<file path="src/rtl/mig_tt_sequencer_if.sv">
// rtl/mig_tt_sequencer_if.sv - host-side bus of the majority-network truth-table evaluator
//
// Groups the gate-store write port, the run-control inputs and the status/result outputs.
//   master : host side (drives cfg_* / start / num_gates / out_sel / out_inv)
//   slave  : evaluator side (drives busy / done / err / tt)
interface mig_tt_sequencer_if #(
  parameter int MAX_GATES = 8,
  parameter int IDXW      = 4
);
  localparam int AW = (MAX_GATES > 1) ? $clog2(MAX_GATES) : 1;
  localparam int NW = $clog2(MAX_GATES + 1);
  localparam int DW = 3 * (IDXW + 1);

  logic            cfg_we;
  logic [AW-1:0]   cfg_addr;
  logic [DW-1:0]   cfg_data;
  logic            start;
  logic [NW-1:0]   num_gates;
  logic [IDXW-1:0] out_sel;
  logic            out_inv;
  logic            busy;
  logic            done;
  logic            err;
  logic [15:0]     tt;

  modport master (
    output cfg_we, cfg_addr, cfg_data, start, num_gates, out_sel, out_inv,
    input  busy, done, err, tt
  );

  modport slave (
    input  cfg_we, cfg_addr, cfg_data, start, num_gates, out_sel, out_inv,
    output busy, done, err, tt
  );
endinterface

</file>
<file path="src/rtl/mig_tt_sequencer.sv">
// rtl/mig_tt_sequencer.sv - one-gate-per-cycle evaluator for 4-input majority-inverter networks
//
// Ports:
//   clk  : single clock, rising edge
//   rst  : synchronous active-high reset
//   bus  : mig_tt_sequencer_if.slave (gate-store writes, start/num_gates/out_sel/out_inv,
//          busy/done/err/tt)
// Node map: 0 = const 0, 1..4 = x0..x3, 5+g = output of gate g.
module mig_tt_sequencer #(
  parameter int MAX_GATES = 8,
  parameter int IDXW      = 4
) (
  input  logic                 clk,
  input  logic                 rst,
  mig_tt_sequencer_if.slave    bus
);
  localparam int AW = (MAX_GATES > 1) ? $clog2(MAX_GATES) : 1;
  localparam int NW = $clog2(MAX_GATES + 1);
  localparam int DW = 3 * (IDXW + 1);
  localparam int NN = 1 << IDXW;

  typedef enum logic [1:0] {S_IDLE, S_EVAL, S_DONE} state_t;

  state_t          state_q, state_d;
  logic [AW-1:0]   g_q, g_d;
  logic [NW-1:0]   n_q, n_d;
  logic [IDXW-1:0] sel_q, sel_d;
  logic            inv_q, inv_d;
  logic            err_q, err_d;
  logic [15:0]     tt_q, tt_d;
  logic [DW-1:0]   gate_q [MAX_GATES];
  logic [DW-1:0]   gate_d [MAX_GATES];
  logic [15:0]     node_q [MAX_GATES];
  logic [15:0]     node_d [MAX_GATES];

  logic [15:0]     nv [NN];
  logic [DW-1:0]   cur;
  logic [IDXW-1:0] op_idx [3];
  logic [15:0]     op_val [3];
  logic [15:0]     maj;
  logic [15:0]     res;
  logic            topo_ok;
  logic            start_ok;
  logic            last_gate;

  // Flat view of every addressable node; unused indices read as zero.
  always_comb begin
    for (int i = 0; i < NN; i++) nv[i] = '0;
    nv[1] = 16'hAAAA;
    nv[2] = 16'hCCCC;
    nv[3] = 16'hF0F0;
    nv[4] = 16'hFF00;
    for (int g = 0; g < MAX_GATES; g++) nv[5+g] = node_q[g];
  end

  // Current gate: operand fetch, topological check and bitwise majority.
  always_comb begin
    cur     = gate_q[g_q];
    topo_ok = 1'b1;
    for (int k = 0; k < 3; k++) begin
      op_idx[k] = cur[k*(IDXW+1) +: IDXW];
      op_val[k] = nv[op_idx[k]] ^ {16{cur[k*(IDXW+1)+IDXW]}};
      if (int'(op_idx[k]) > int'(g_q) + 4) topo_ok = 1'b0;
    end
    maj = (op_val[0] & op_val[1]) | (op_val[0] & op_val[2]) | (op_val[1] & op_val[2]);
    // The selected output may be the gate being computed this very cycle,
    // whose node register is not written yet: bypass it.
    if (int'(sel_q) == int'(g_q) + 5) res = maj;
    else                              res = nv[sel_q];
  end

  assign start_ok  = (int'(bus.num_gates) >= 1) && (int'(bus.num_gates) <= MAX_GATES) &&
                     (int'(bus.out_sel) <= 4 + int'(bus.num_gates));
  assign last_gate = (int'(g_q) == int'(n_q) - 1);

  always_comb begin
    state_d = state_q;
    g_d     = g_q;
    n_d     = n_q;
    sel_d   = sel_q;
    inv_d   = inv_q;
    err_d   = err_q;
    tt_d    = tt_q;
    gate_d  = gate_q;
    node_d  = node_q;

    // Program is frozen while evaluating; a write alongside an accepted start
    // lands before gate 0 is fetched in the next cycle.
    if (bus.cfg_we && state_q != S_EVAL && int'(bus.cfg_addr) < MAX_GATES)
      gate_d[bus.cfg_addr] = bus.cfg_data;

    case (state_q)
      S_IDLE: begin
        if (bus.start) begin
          n_d   = bus.num_gates;
          sel_d = bus.out_sel;
          inv_d = bus.out_inv;
          g_d   = '0;
          tt_d  = '0;
          if (start_ok) begin
            err_d   = 1'b0;
            state_d = S_EVAL;
          end else begin
            err_d   = 1'b1;
            state_d = S_DONE;
          end
        end
      end
      S_EVAL: begin
        if (!topo_ok) begin
          err_d   = 1'b1;
          tt_d    = '0;
          state_d = S_DONE;
        end else begin
          node_d[g_q] = maj;
          if (last_gate) begin
            err_d   = 1'b0;
            tt_d    = res ^ {16{inv_q}};
            state_d = S_DONE;
          end else begin
            g_d = g_q + AW'(1);
          end
        end
      end
      S_DONE:  state_d = S_IDLE;
      default: state_d = S_IDLE;
    endcase
  end

  always_ff @(posedge clk) begin
    if (rst) begin
      state_q <= S_IDLE;
      g_q     <= '0;
      n_q     <= '0;
      sel_q   <= '0;
      inv_q   <= 1'b0;
      err_q   <= 1'b0;
      tt_q    <= '0;
      for (int i = 0; i < MAX_GATES; i++) gate_q[i] <= '0;
    end else begin
      state_q <= state_d;
      g_q     <= g_d;
      n_q     <= n_d;
      sel_q   <= sel_d;
      inv_q   <= inv_d;
      err_q   <= err_d;
      tt_q    <= tt_d;
      gate_q  <= gate_d;
    end
  end

  // Node values are never cleared; the topological check keeps stale ones unread.
  always_ff @(posedge clk) begin
    node_q <= node_d;
  end

  assign bus.busy = (state_q == S_EVAL);
  assign bus.done = (state_q == S_DONE);
  assign bus.err  = err_q;
  assign bus.tt   = tt_q;
endmodule
</file>
<file path="src/flat_wrapper.sv">
// flat-port wrapper written by rule: the top's interface ports become plain ports
module mig_tt_sequencer_flat 
#(
  parameter int MAX_GATES = 8,
  parameter int IDXW      = 4
)
  (clk, rst, bus_cfg_we, bus_cfg_addr, bus_cfg_data, bus_start, bus_num_gates, bus_out_sel, bus_out_inv, bus_busy, bus_done, bus_err, bus_tt);
  mig_tt_sequencer_if #(.MAX_GATES(MAX_GATES), .IDXW(IDXW)) bus_i ();
  input  logic clk;
  input  logic rst;
  input wire logic [$bits(bus_i.cfg_we)-1:0] bus_cfg_we;
  input wire logic [$bits(bus_i.cfg_addr)-1:0] bus_cfg_addr;
  input wire logic [$bits(bus_i.cfg_data)-1:0] bus_cfg_data;
  input wire logic [$bits(bus_i.start)-1:0] bus_start;
  input wire logic [$bits(bus_i.num_gates)-1:0] bus_num_gates;
  input wire logic [$bits(bus_i.out_sel)-1:0] bus_out_sel;
  input wire logic [$bits(bus_i.out_inv)-1:0] bus_out_inv;
  output wire logic [$bits(bus_i.busy)-1:0] bus_busy;
  output wire logic [$bits(bus_i.done)-1:0] bus_done;
  output wire logic [$bits(bus_i.err)-1:0] bus_err;
  output wire logic [$bits(bus_i.tt)-1:0] bus_tt;
  assign bus_i.cfg_we = bus_cfg_we;
  assign bus_i.cfg_addr = bus_cfg_addr;
  assign bus_i.cfg_data = bus_cfg_data;
  assign bus_i.start = bus_start;
  assign bus_i.num_gates = bus_num_gates;
  assign bus_i.out_sel = bus_out_sel;
  assign bus_i.out_inv = bus_out_inv;
  assign bus_busy = bus_i.busy;
  assign bus_done = bus_i.done;
  assign bus_err = bus_i.err;
  assign bus_tt = bus_i.tt;
  mig_tt_sequencer #(.MAX_GATES(MAX_GATES), .IDXW(IDXW)) u_core (.clk(clk), .rst(rst), .bus(bus_i));
endmodule
</file>
<file path="config.mk">
export PLATFORM = sky130hd
export DESIGN_NAME = mig_tt_sequencer_flat
export DESIGN_NICKNAME = d
export VERILOG_FILES = /design/src/rtl/mig_tt_sequencer_if.sv /design/src/rtl/mig_tt_sequencer.sv /design/src/flat_wrapper.sv
export SDC_FILE = /design/constraint.sdc
export NUM_CORES = 1
export LEC_CHECK = 0
export ABC_AREA = 0
export CAP_MARGIN = 20
export CELL_PAD_IN_SITES_DETAIL_PLACEMENT = 1
export CELL_PAD_IN_SITES_GLOBAL_PLACEMENT = 1
export CORE_UTILIZATION = 44
export DETAILED_ROUTE_END_ITERATION = 8
export PLACE_DENSITY_LB_ADDON = 0.1
export SYNTH_ARGS = -nofsm -noshare
export SYNTH_HDL_FRONTEND = slang
export SYNTH_SLANG_ARGS = --single-unit
</file>
<file path="constraint.sdc">
create_clock -name clk -period 5.3 [get_ports clk]
set_input_delay 0.795 -clock clk [delete_from_list [all_inputs] [get_ports clk]]
set_output_delay 0.795 -clock clk [all_outputs]
set_load 0.05 [all_outputs]
</file>
# ---- After elaboration in Yosys (flattened, before gate mapping)
# Index checks and enable logic that the tools add are counted.
dict set report op_classes {
  n_shift 0
  div 0
  mul 0
  mux 43
  n_reduce_logical 12
  n_lt_le_gt_ge 14
  addsub 5
  n_bitwise 15
  eq_ne 9
}
# operator count
set op_table {}
lappend op_table {{binary-select mux 16 bit (select 4 bit)} 4}
lappend op_table {{two-way mux 16 bit} 13}
lappend op_table {{bitwise mux 128 bit} 1}
lappend op_table {{bitwise mux 120 bit} 1}
lappend op_table {{greater-than comparator 5 x 32 -> 1 bit} 3}
lappend op_table {{bitwise XOR 16 bit} 4}
lappend op_table {{bitwise AND 16 bit} 3}
lappend op_table {{demux 16 bit (select 3 bit)} 1}
lappend op_table {{binary-select mux 15 bit (select 3 bit)} 1}
lappend op_table {{demux 15 bit (select 3 bit)} 1}
lappend op_table {{two-way mux 15 bit} 3}
lappend op_table {{equality test 4 x 32 -> 1 bit} 1}
lappend op_table {{equality test 5 x 32 -> 1 bit} 1}
lappend op_table {{less-or-equal comparator 5 x 32 -> 1 bit} 1}
lappend op_table {{bitwise OR 16 bit} 2}
lappend op_table {{one-hot mux 16 bit (2 select lines)} 1}
lappend op_table {{>= comparator 5 bit, second input constant} 4}
lappend op_table {{inverter 4 -> 5 bit} 4}
lappend op_table {{two-way mux 3 bit} 3}
lappend op_table {{adder 3 x 3 -> 4 bit, second input constant} 2}
lappend op_table {{>= comparator 4 bit, second input constant} 2}
lappend op_table {{< comparator 4 x 1 -> 1 bit, second input constant} 2}
lappend op_table {{two-way mux 2 bit} 4}
lappend op_table {{inverter 3 -> 4 bit} 2}
lappend op_table {{20 further kinds} 34}
dict set report totals {
  romBits 0
  ram_bits 0
  out_inout_bits 19
  latch_bits 0
  reg_bits 279
  n_memories 0
}

# ---- Depth between registers and ports, before layout
# Gate-level depths: netlist (run 1).
dict set report logic_depth {
  depth_word 17
  mapped_depth 21
  depth_no_buf 15
}

# ---- Worst setup path after synthesis (run 1)
# Ideal clock, no wire load.
dict set report synth_path {
  path_kind {reg-to-reg}
  from {register u_core.g_q[0]}
  to {register u_core.node_q[112] in the netlist's numbering, enable pin}
  slack_ns 0.267
  t_arrival_ns 4.603
  stages_incl_launch_ff 16
  required_ns 4.869
  path_buffers 4
  cell_sequence {dfxtp_1 buf_2 nand2b_1 clkbuf_1 o2bb2ai_1 nor3_2 inv_2 buf_2 buf_1 ha_1 nor2b_1 o21ai_0 a32oi_1 a22oi_1 o2111ai_1 nor4_1}
}
dict set report synth_via {
  elab_chain_cells 9
}
# item line
set synth_rtl {}
lappend synth_rtl {{start, declared} mig_tt_sequencer.sv:25} ;# logic [AW-1:0] g_q, g_d;
lappend synth_rtl {{start signal, assigned} mig_tt_sequencer.sv:142} ;# g_q <= g_d;
lappend synth_rtl {{inverter 3 -> 4 bit (not written as such)} mig_tt_sequencer.sv:58} ;# cur = gate_q[g_q];
lappend synth_rtl {{binary-select mux 15 bit (select 3 bit)} mig_tt_sequencer.sv:58}
lappend synth_rtl {{two-way mux 15 bit (not written as such) (2 in a row)} mig_tt_sequencer.sv:58}
lappend synth_rtl {{greater-than comparator 5 x 32 -> 1 bit} mig_tt_sequencer.sv:63} ;# if (int'(op_idx[k]) > int'(g_q) + 4) topo_ok = 1'b0;
lappend synth_rtl {{two-way mux 1 bit (2 in a row)} mig_tt_sequencer.sv:63}
lappend synth_rtl {{two-way mux 1 bit *} mig_tt_sequencer.sv:63}
lappend synth_rtl {{AND reduction 2 bit (no source line) *} -}
lappend synth_rtl {{end signal, assigned} mig_tt_sequencer.sv:154} ;# node_q <= node_d;
lappend synth_rtl {{end, declared} mig_tt_sequencer.sv:33} ;# logic [15:0] node_q [MAX_GATES];
# Mark *: on every way between the ends. The rest lies on a longest branch, timed or not. The select of a mux whose other input is x is not followed.
# A chain may end at the register's enable or synchronous reset.

# ---- Worst setup path in the final report (run 1)
dict set report layout_path {
  from {register u_core.g_q[2]}
  to {register u_core.tt_q[1], in the netlist u_core.bus.tt[1]}
}
dict set report layout_via {
  elab_chain_cells 17
}
# item line
set layout_rtl {}
lappend layout_rtl {{inverter 3 -> 4 bit (not written as such)} mig_tt_sequencer.sv:58}
lappend layout_rtl {{binary-select mux 15 bit (select 3 bit)} mig_tt_sequencer.sv:58}
lappend layout_rtl {{two-way mux 15 bit (not written as such) (2 in a row)} mig_tt_sequencer.sv:58}
lappend layout_rtl {{inverter 4 -> 5 bit (not written as such)} mig_tt_sequencer.sv:62} ;# op_val[k] = nv[op_idx[k]] ^ {16{cur[k*(IDXW+1)+IDXW]}};
lappend layout_rtl {{binary-select mux 16 bit (select 4 bit)} mig_tt_sequencer.sv:62}
lappend layout_rtl {{two-way mux 16 bit (not written as such) (2 in a row)} mig_tt_sequencer.sv:62}
lappend layout_rtl {{bitwise XOR 16 bit} mig_tt_sequencer.sv:62}
lappend layout_rtl {{bitwise AND 16 bit} mig_tt_sequencer.sv:65} ;# maj = (op_val[0] & op_val[1]) | (op_val[0] & op_val[2]) | (op_val[1] & op_val[2]);
lappend layout_rtl {{bitwise OR 16 bit (2 in a row)} mig_tt_sequencer.sv:65}
lappend layout_rtl {{two-way mux 16 bit} mig_tt_sequencer.sv:68} ;# if (int'(sel_q) == int'(g_q) + 5) res = maj;
lappend layout_rtl {{bitwise XOR 16 bit} mig_tt_sequencer.sv:118} ;# tt_d = res ^ {16{inv_q}};
lappend layout_rtl {{two-way mux 16 bit} mig_tt_sequencer.sv:116} ;# if (last_gate) begin
lappend layout_rtl {{two-way mux 16 bit} mig_tt_sequencer.sv:110} ;# if (!topo_ok) begin
lappend layout_rtl {{one-hot mux 16 bit (2 select lines)} mig_tt_sequencer.sv:92} ;# case (state_q)
lappend layout_rtl {{end signal, assigned} mig_tt_sequencer.sv:147} ;# tt_q <= tt_d;
lappend layout_rtl {{end, declared} mig_tt_sequencer.sv:30} ;# logic [15:0] tt_q, tt_d;
# Several ways; a longest one is shown, not always the timed one. The select of a mux whose other input is x is not followed.

==> impl_metrics.toml, run 1 <==
[grt]
grt_pass1_vias = 16936
grt_pass1_wl_mm = 109
antenna_found_initial = 0
track_usage_pct = 35.6
grt_max_degree = 97
overflow = 0

[routing]
ant_nets = 0
vias = 16704
viasPerCell = 6.69
drt-total-wl_mm = 73.6
routedWlPerCell_um = 29.5
drcViolationCount = 0
initialDrtViolationCount = 1574
first_pass_iters = 5

[clocking]
cts.sinks = 279
htree_levels = 2
cts_tree = "done"
cts_buffers = 35
clock_latency_ps = 560
path_clk_slew_ps = 60
postCtsSetupBuffers = 0
root_buffer = "clkbuf_16"
cts_buffer_depth = 3
postCtsHoldBufs = 0
cts.repair.resized = 0

[yosys]
synth_xor_area_share_pct = 2.52
synth_top_family_by_area = "compound AO/OA/AOI/OAI gates"
synth_top_area_cell = "edfxtp_1"
synth.distinct_cells = 89
synthAdderAreaFrac_pct = 3.13
synth_edf_count = 128
synth_compound_area_share_pct = 20.3
async_reset_ff_share_pct = 0
muxShareOfSynthArea_pct = 14.3
synth_fp_nets = 2027
synth_seq_cells = 279
synth.area.top_cells = "edfxtp_1, dfxtp_1, mux2i_1, nand2_1, a21oi_1"
syn_area_mm2 = 0.0177
avgSynthCellArea_um2 = 9.04
synth-simple-area-share_pct = 15.6
ys.flop_type = "dfxtp_1"
yosys_warnings = 0
ys_seq_area_share_pct = 38.7
synthCells = 1961
yosysTopAreaCellShare_pct = 21.7

[critical_path]
critPathArrivalTime_ps = 4990
crit_start = "u_core.g_q[2]$_SDFFE_PP0P_"
start_kind = "flip-flop"
worstSetupPathType = "flip-flop to flip-flop"
cp_max_fo = 52
r2r_start = "u_core.g_q[2]$_SDFFE_PP0P_"
crit_required_ps = 5740
reg2reg_slack_ps = 750
endpoint_kind = "flip-flop"

[sta]
finalSetupTns_ps = 0
slew_viol_final = 0
finalCritPeriodShare_pct = 85.9
final_hold_viol_count = 0
min_period_ps = 4550
maxSlewHeadroom_pct = 19.2
setup_violations = 0
rsz0062_at_grt = "no"
fin_skew_ps = 25.6
worst_slew_pin_slew_ps = 1200
max_freq_mhz = 220

[floorplanning]
rows = 73
die_w_um = 203
core_area_mm2 = 0.0397
die_h_um = 203
io_pins = 50
die_area_mm2 = 0.0411
start_util_pct = 44.6

[worst_hold_path]
hold_class = "flip-flop to flip-flop"
worst_hold_startpoint = "u_core.gate_q[35]$_SDFFE_PP0P_"

[layout]
fill_cells = 4508
area.sequential_mm2 = 0.00687
final_nets = 2014
layout-drive-gt1-share_pct = 11.7
instances_no_fill = 2498
multi_input_area_mm2 = 0.00999
antenna_cells = 0
post-route-cell-area_mm2 = 0.0199
syn_to_final_growth_pct = 12.0

[place]
dp_hpwl_mm = 48.5
dp.cells = 2435
gp_congestion = 0.956
placedInstanceArea_mm2 = 0.0188
portBuffers = 49

[flow_run]
drv_cap = 0

[pwr]
p_per_area_mw_per_mm2 = 270
vdd_drop_max_mv = 0.232
leakage_uw = 0.00693

[outcome]
status = "finished, final reports clean"
## critical path, stage by stage, from the launching register on
cell and delay [ps]:
dfxtp_2 590, buf_12 320, nand2_1 180, o22ai_1 660, nor3_4 140, inv_2 490
buf_4 330, nand3_1 100, a41o_1 240, o221ai_1 240, o21ai_0 180, a31oi_1 580
nor2_1 80, a221o_1 270
## path summary, 6_finish.rpt
| check | cells after the start | to |
|---|---|---|
| min reg2reg | 2 | u_core.gate_q[35]$_SDFFE_PP0P_ |
| max reg2reg | 13 | u_core.bus.tt[1]$_SDFFE_PP0P_ |
| min | 2 | u_core.gate_q[35]$_SDFFE_PP0P_ |
| max | 13 | u_core.bus.tt[1]$_SDFFE_PP0P_ |
## synth_stat cells (all sizes together), types with 18 or more instances
library cell and count:
nand2 330, nor2 106, a221oi 27, o21ai 73, nor3 30, o211ai 22
edfxtp 128, and3 22, nand3 61, a21oi 168, a31oi 23, inv 52
mux2 32, mux2i 150, o22ai 18, mux4 28, o31ai 19, o221ai 24
a211oi 25, ha 35, clkbuf 110, xnor2 44, buf 59, dfxtp 151
## state kept, by name (all words and copies together), names as in the netlist
signal	flops
u_core.g_q	3
u_core.inv_q	1
u_core.gate_q	120
u_core.node_q	128
u_core.bus.err	1
u_core.n_q	4
u_core.bus.tt	16
u_core.state_q	2
u_core.sel_q	4
## cells in the final DEF, fill, tap and decap left out, types with 8 or more instances in the layout
cell,synthesis,final
nand2_1,330,330
a21oi_1,167,167
dfxtp_1,151,146
mux2i_1,146,144
edfxtp_1,128,128
nor2_1,104,102
buf_4,8,68
nand3_1,61,61
o21ai_0,60,59
clkdlybuf4s50_1,0,48
xnor2_1,44,44
inv_1,40,40
clkbuf_16,0,36
ha_1,35,35
mux4_2,28,28
mux2_2,27,27
a221oi_1,26,26
a211oi_1,25,25
o221ai_1,24,24
a31oi_1,23,23
and3_1,22,22
nor3_1,26,22
o211ai_1,21,21
o22ai_1,18,18
o31ai_1,18,18
nor2b_1,14,14
o21ai_1,13,13
inv_2,12,12
nand4_1,12,12
a32oi_1,12,12
clkbuf_1,110,12
a221o_1,11,11
o32ai_1,10,10
nor4_1,12,9
o2bb2ai_1,8,8
and2_1,8,8
or3_1,8,8
a22oi_1,8,8
## metrics by stage
| stage | setup WS, ps | util (%) | power (uW) | hold WS, ps |
|---|---|---|---|---|
| after floorplan | 267 | - | 2800 | 432 |
| after global placement | 996 | 47.2 | 3040 | 439 |
| after detailed placement | 791 | 47.2 | 3060 | 448 |
| after CTS | 805 | 49.9 | 5380 | 456 |
| after global routing | 466 | 50.0 | 5510 | 470 |
| final | 745 | 50.0 | 5370 | 453 |
## layer usage
metal  share of wire, %  wire, um  global-route usage (%)
met1                 40     29300                    43.6
met2                 46     34000                    58.0
met3                6.9      5110                    5.68
met4                7.0      5130                    23.8
met5                  0         0                       0
## layout make-up
type                            count  area share [%]
Multi-Input combinational cell   1460            50.3
Sequential cell                   279            34.6
Timing Repair Buffer              119            5.33
Clock buffer                       48            4.76
Tap cell                          525            3.31
Inverter                           53            1.00
Clock inverter                     14           0.668
## logic make-up after synthesis
group | Yosys count
AOI/OAI and AO/OA | 528
xor gates and xnor gates | 51
adders and majority gates | 46
buffers and inverters | 222
DFF | 279
muxes | 210
and+or+nand+nor | 625
## power breakdown
part | internal [uW] | switching, uW | leakage, uW | total (uW)
Combinational | 242 | 479 | 0.00403 | 721
Clock | 1350 | 975 | 0.000527 | 2330
Sequential | 2280 | 32.8 | 0.00238 | 2320
Power figures use the tool's default switching activity.
==> run 2, diff against run 1 <==
--- a/config.mk
+++ b/config.mk
@@ -6,11 +6,12 @@
 export NUM_CORES = 1
 export LEC_CHECK = 0
 export ABC_AREA = 0
-export CAP_MARGIN = 20
 export CELL_PAD_IN_SITES_DETAIL_PLACEMENT = 1
 export CELL_PAD_IN_SITES_GLOBAL_PLACEMENT = 1
 export CORE_UTILIZATION = 44
+export CTS_CLUSTER_SIZE = 30
 export DETAILED_ROUTE_END_ITERATION = 8
+export GPL_TIMING_DRIVEN = 0
 export PLACE_DENSITY_LB_ADDON = 0.1
 export SYNTH_ARGS = -nofsm -noshare
 export SYNTH_HDL_FRONTEND = slang
==> run 2 against run 1 <==
  * The run now ends with capacitance limit, slew limit, setup timing left
  * Register-to-register slack worse by 860 ps
  * Clock power down 2%
  * Power up 0.96%
==> impl_metrics.toml, run 2 (synthesized netlist as in run 1, its figures left out) <==
[outcome]
status = "finished with violations"
violations = "capacitance limit, slew limit, setup timing"

[critical_path]
worstRegToRegCells = 12
worstSetupPathType = "flip-flop to flip-flop"
crit_start = "u_core.g_q[0]$_SDFFE_PP0P_"
crit_required_ps = 5750
cp_max_fo = 21
endpoint_kind = "flip-flop"
start_kind = "flip-flop"
reg2reg_slack_ps = -120
critPathArrivalTime_ps = 5870
worstReg2RegEnd = "u_core.bus.tt[15]$_SDFFE_PP0P_"
r2r_start = "u_core.g_q[0]$_SDFFE_PP0P_"

[pwr]
vdd_drop_max_mv = 0.207
p_per_area_mw_per_mm2 = 266
leakage_uw = 0.00713

[grt]
met2_usage_pct = 69.2
grtUsageMet3_pct = 11.9
grt_max_degree = 22
overflow = 0
grt_pass1_vias = 18085
track_usage_pct = 44.5
antenna_found_initial = 2
grtUsageMet1_pct = 52.3
grt_pass1_wl_mm = 130
top_usage_layer = "met2"

[clocking]
clock_latency_ps = 580
cts_buffers = 34
postCtsHoldBufs = 0
path_clk_slew_ps = 60
htree_levels = 2
cts.sinks = 279
cts_tree = "done"
cts_buffer_depth = 3
root_buffer = "clkbuf_16"

[floorplanning]
die_area_mm2 = 0.0411
rows = 73
core_area_mm2 = 0.0397
start_util_pct = 44.6
die_h_um = 203
io_pins = 50
die_w_um = 203

[place]
gp_congestion = 1.15
dp.cells = 2535
portBuffers = 34
pre_cts_slack_ps = -1680
dp_hpwl_mm = 65.8

[worst_hold_path]
worst_hold_startpoint = "u_core.gate_q[25]$_SDFFE_PP0P_"
min_to = "u_core.gate_q[25]$_SDFFE_PP0P_"
hold_class = "flip-flop to flip-flop"
hold_depth = 2

[layout]
fill_cells = 4554
layout-drive-gt1-share_pct = 12.4
syn_to_final_growth_pct = 14.9
area.sequential_mm2 = 0.00687
utilization_pct = 51.3
final_nets = 2124
final_common_cell = "nand2_1"
instances_no_fill = 2608
largest_register = "u_core.node_q"
final_cell_mix = "nand2_1, a21oi_1, dfxtp_1"
largest_reg_flops = 128
multi_input_area_mm2 = 0.0101

[routing]
drt-total-wl_mm = 91.6
drcViolationCount = 0
first_pass_iters = 6
vias = 17991
routedWlPerCell_um = 35.1
ant_nets = 0
viasPerCell = 6.90
initialDrtViolationCount = 1976

[sta]
slew_viol_final = 5
fin_skew_ps = 17.5
rsz0062_at_grt = "yes"
min_period_ps = 5420
max_freq_mhz = 185
setup_violations = 11
finalSetupTns_ps = -506
finalCritPeriodShare_pct = 102
maxSlewHeadroom_pct = -10.6
worst_slew_pin_slew_ps = 1640
whs_ps = 457
timing.final.ws_setup_ps = -118
final_hold_viol_count = 0

[flow_run]
drv_cap = 2
run 2: changes by cell type in the layout (fill, tap and decap cells not counted), moves of 3 or more:
cell	change
buf_12	+3
clkinv_2	+3
dfxtp_1	+5
clkdlybuf4s50_1	-14
clkbuf_4	+3
nor3_2	+3
buf_2	+30
clkbuf_2	+4
buf_6	+14
buf_1	+7
clkbuf_8	+3
dfxtp_2	-5
buf_4	-37
clkbuf_1	+96
run 2: worst max-delay path: stages (launching register included):
cell and delay, ps:
dfxtp_1 470, buf_2 350, buf_4 300, mux4_2 580, nor2_4 350, inv_2 130
buf_6 240, nor4_1 1350, a211oi_1 330, xor2_1 230, maj3_1 620, mux2i_1 240
o21ai_1 70
run 2: report_power, final:
group,internal (uW),total (uW),switching (uW)
combinational,246,810,564
clock,1290,2290,1010
sequential,2280,2310,29.9
run 2: cell type report:
type                       count  share of cell area [%]
multi-input combinational   1460                    49.8
sequential                   279                    33.7
clock buffer                  47                    4.77
buffer                       163                    3.78
timing repair buffer          67                    3.32
tap                          525                    3.23
inverter                      53                   0.977
clock inverter                13                   0.381
antenna                        1                  0.0123
run 2: what timing repair did:
item / in CTS / in global routing
pin swaps: 4 / 4
setup endpoints to repair: 150 / 56
resized for setup: 28 / 14
buffers inserted: 6 / 11
run 2: how the worst max path moves through the flow:
stage	cells after the start	slack [ps]	end
floorplan	15	270	u_core.node_q[112]$_DFFE_PP_
global placement	15	-4080	u_core.node_q[113]$_DFFE_PP_
detailed placement	19	-1680	u_core.bus.tt[11]$_SDFFE_PP0P_
CTS	17	30	u_core.bus.tt[7]$_SDFFE_PP0P_
global route	18	-60	u_core.bus.tt[7]$_SDFFE_PP0P_
finish	12	-120	u_core.bus.tt[15]$_SDFFE_PP0P_
run 2: layer usage:
metal  up-vias  share of wire, %
met5         -                 0
met4         0               9.2
met3       399               9.7
met2      1167                44
met1      8925                37
li1       7500                 -
run 2: per-stage QoR:
| step | total power, uW | instance area (um2) |
|---|---|---|
| floorplan | 2800 | 17700 |
| CTS | 5360 | 20200 |
| global placement | 3080 | 18700 |
| global route | 5520 | 20400 |
| detailed placement | 3100 | 18900 |
| finish | 5420 | 20400 |
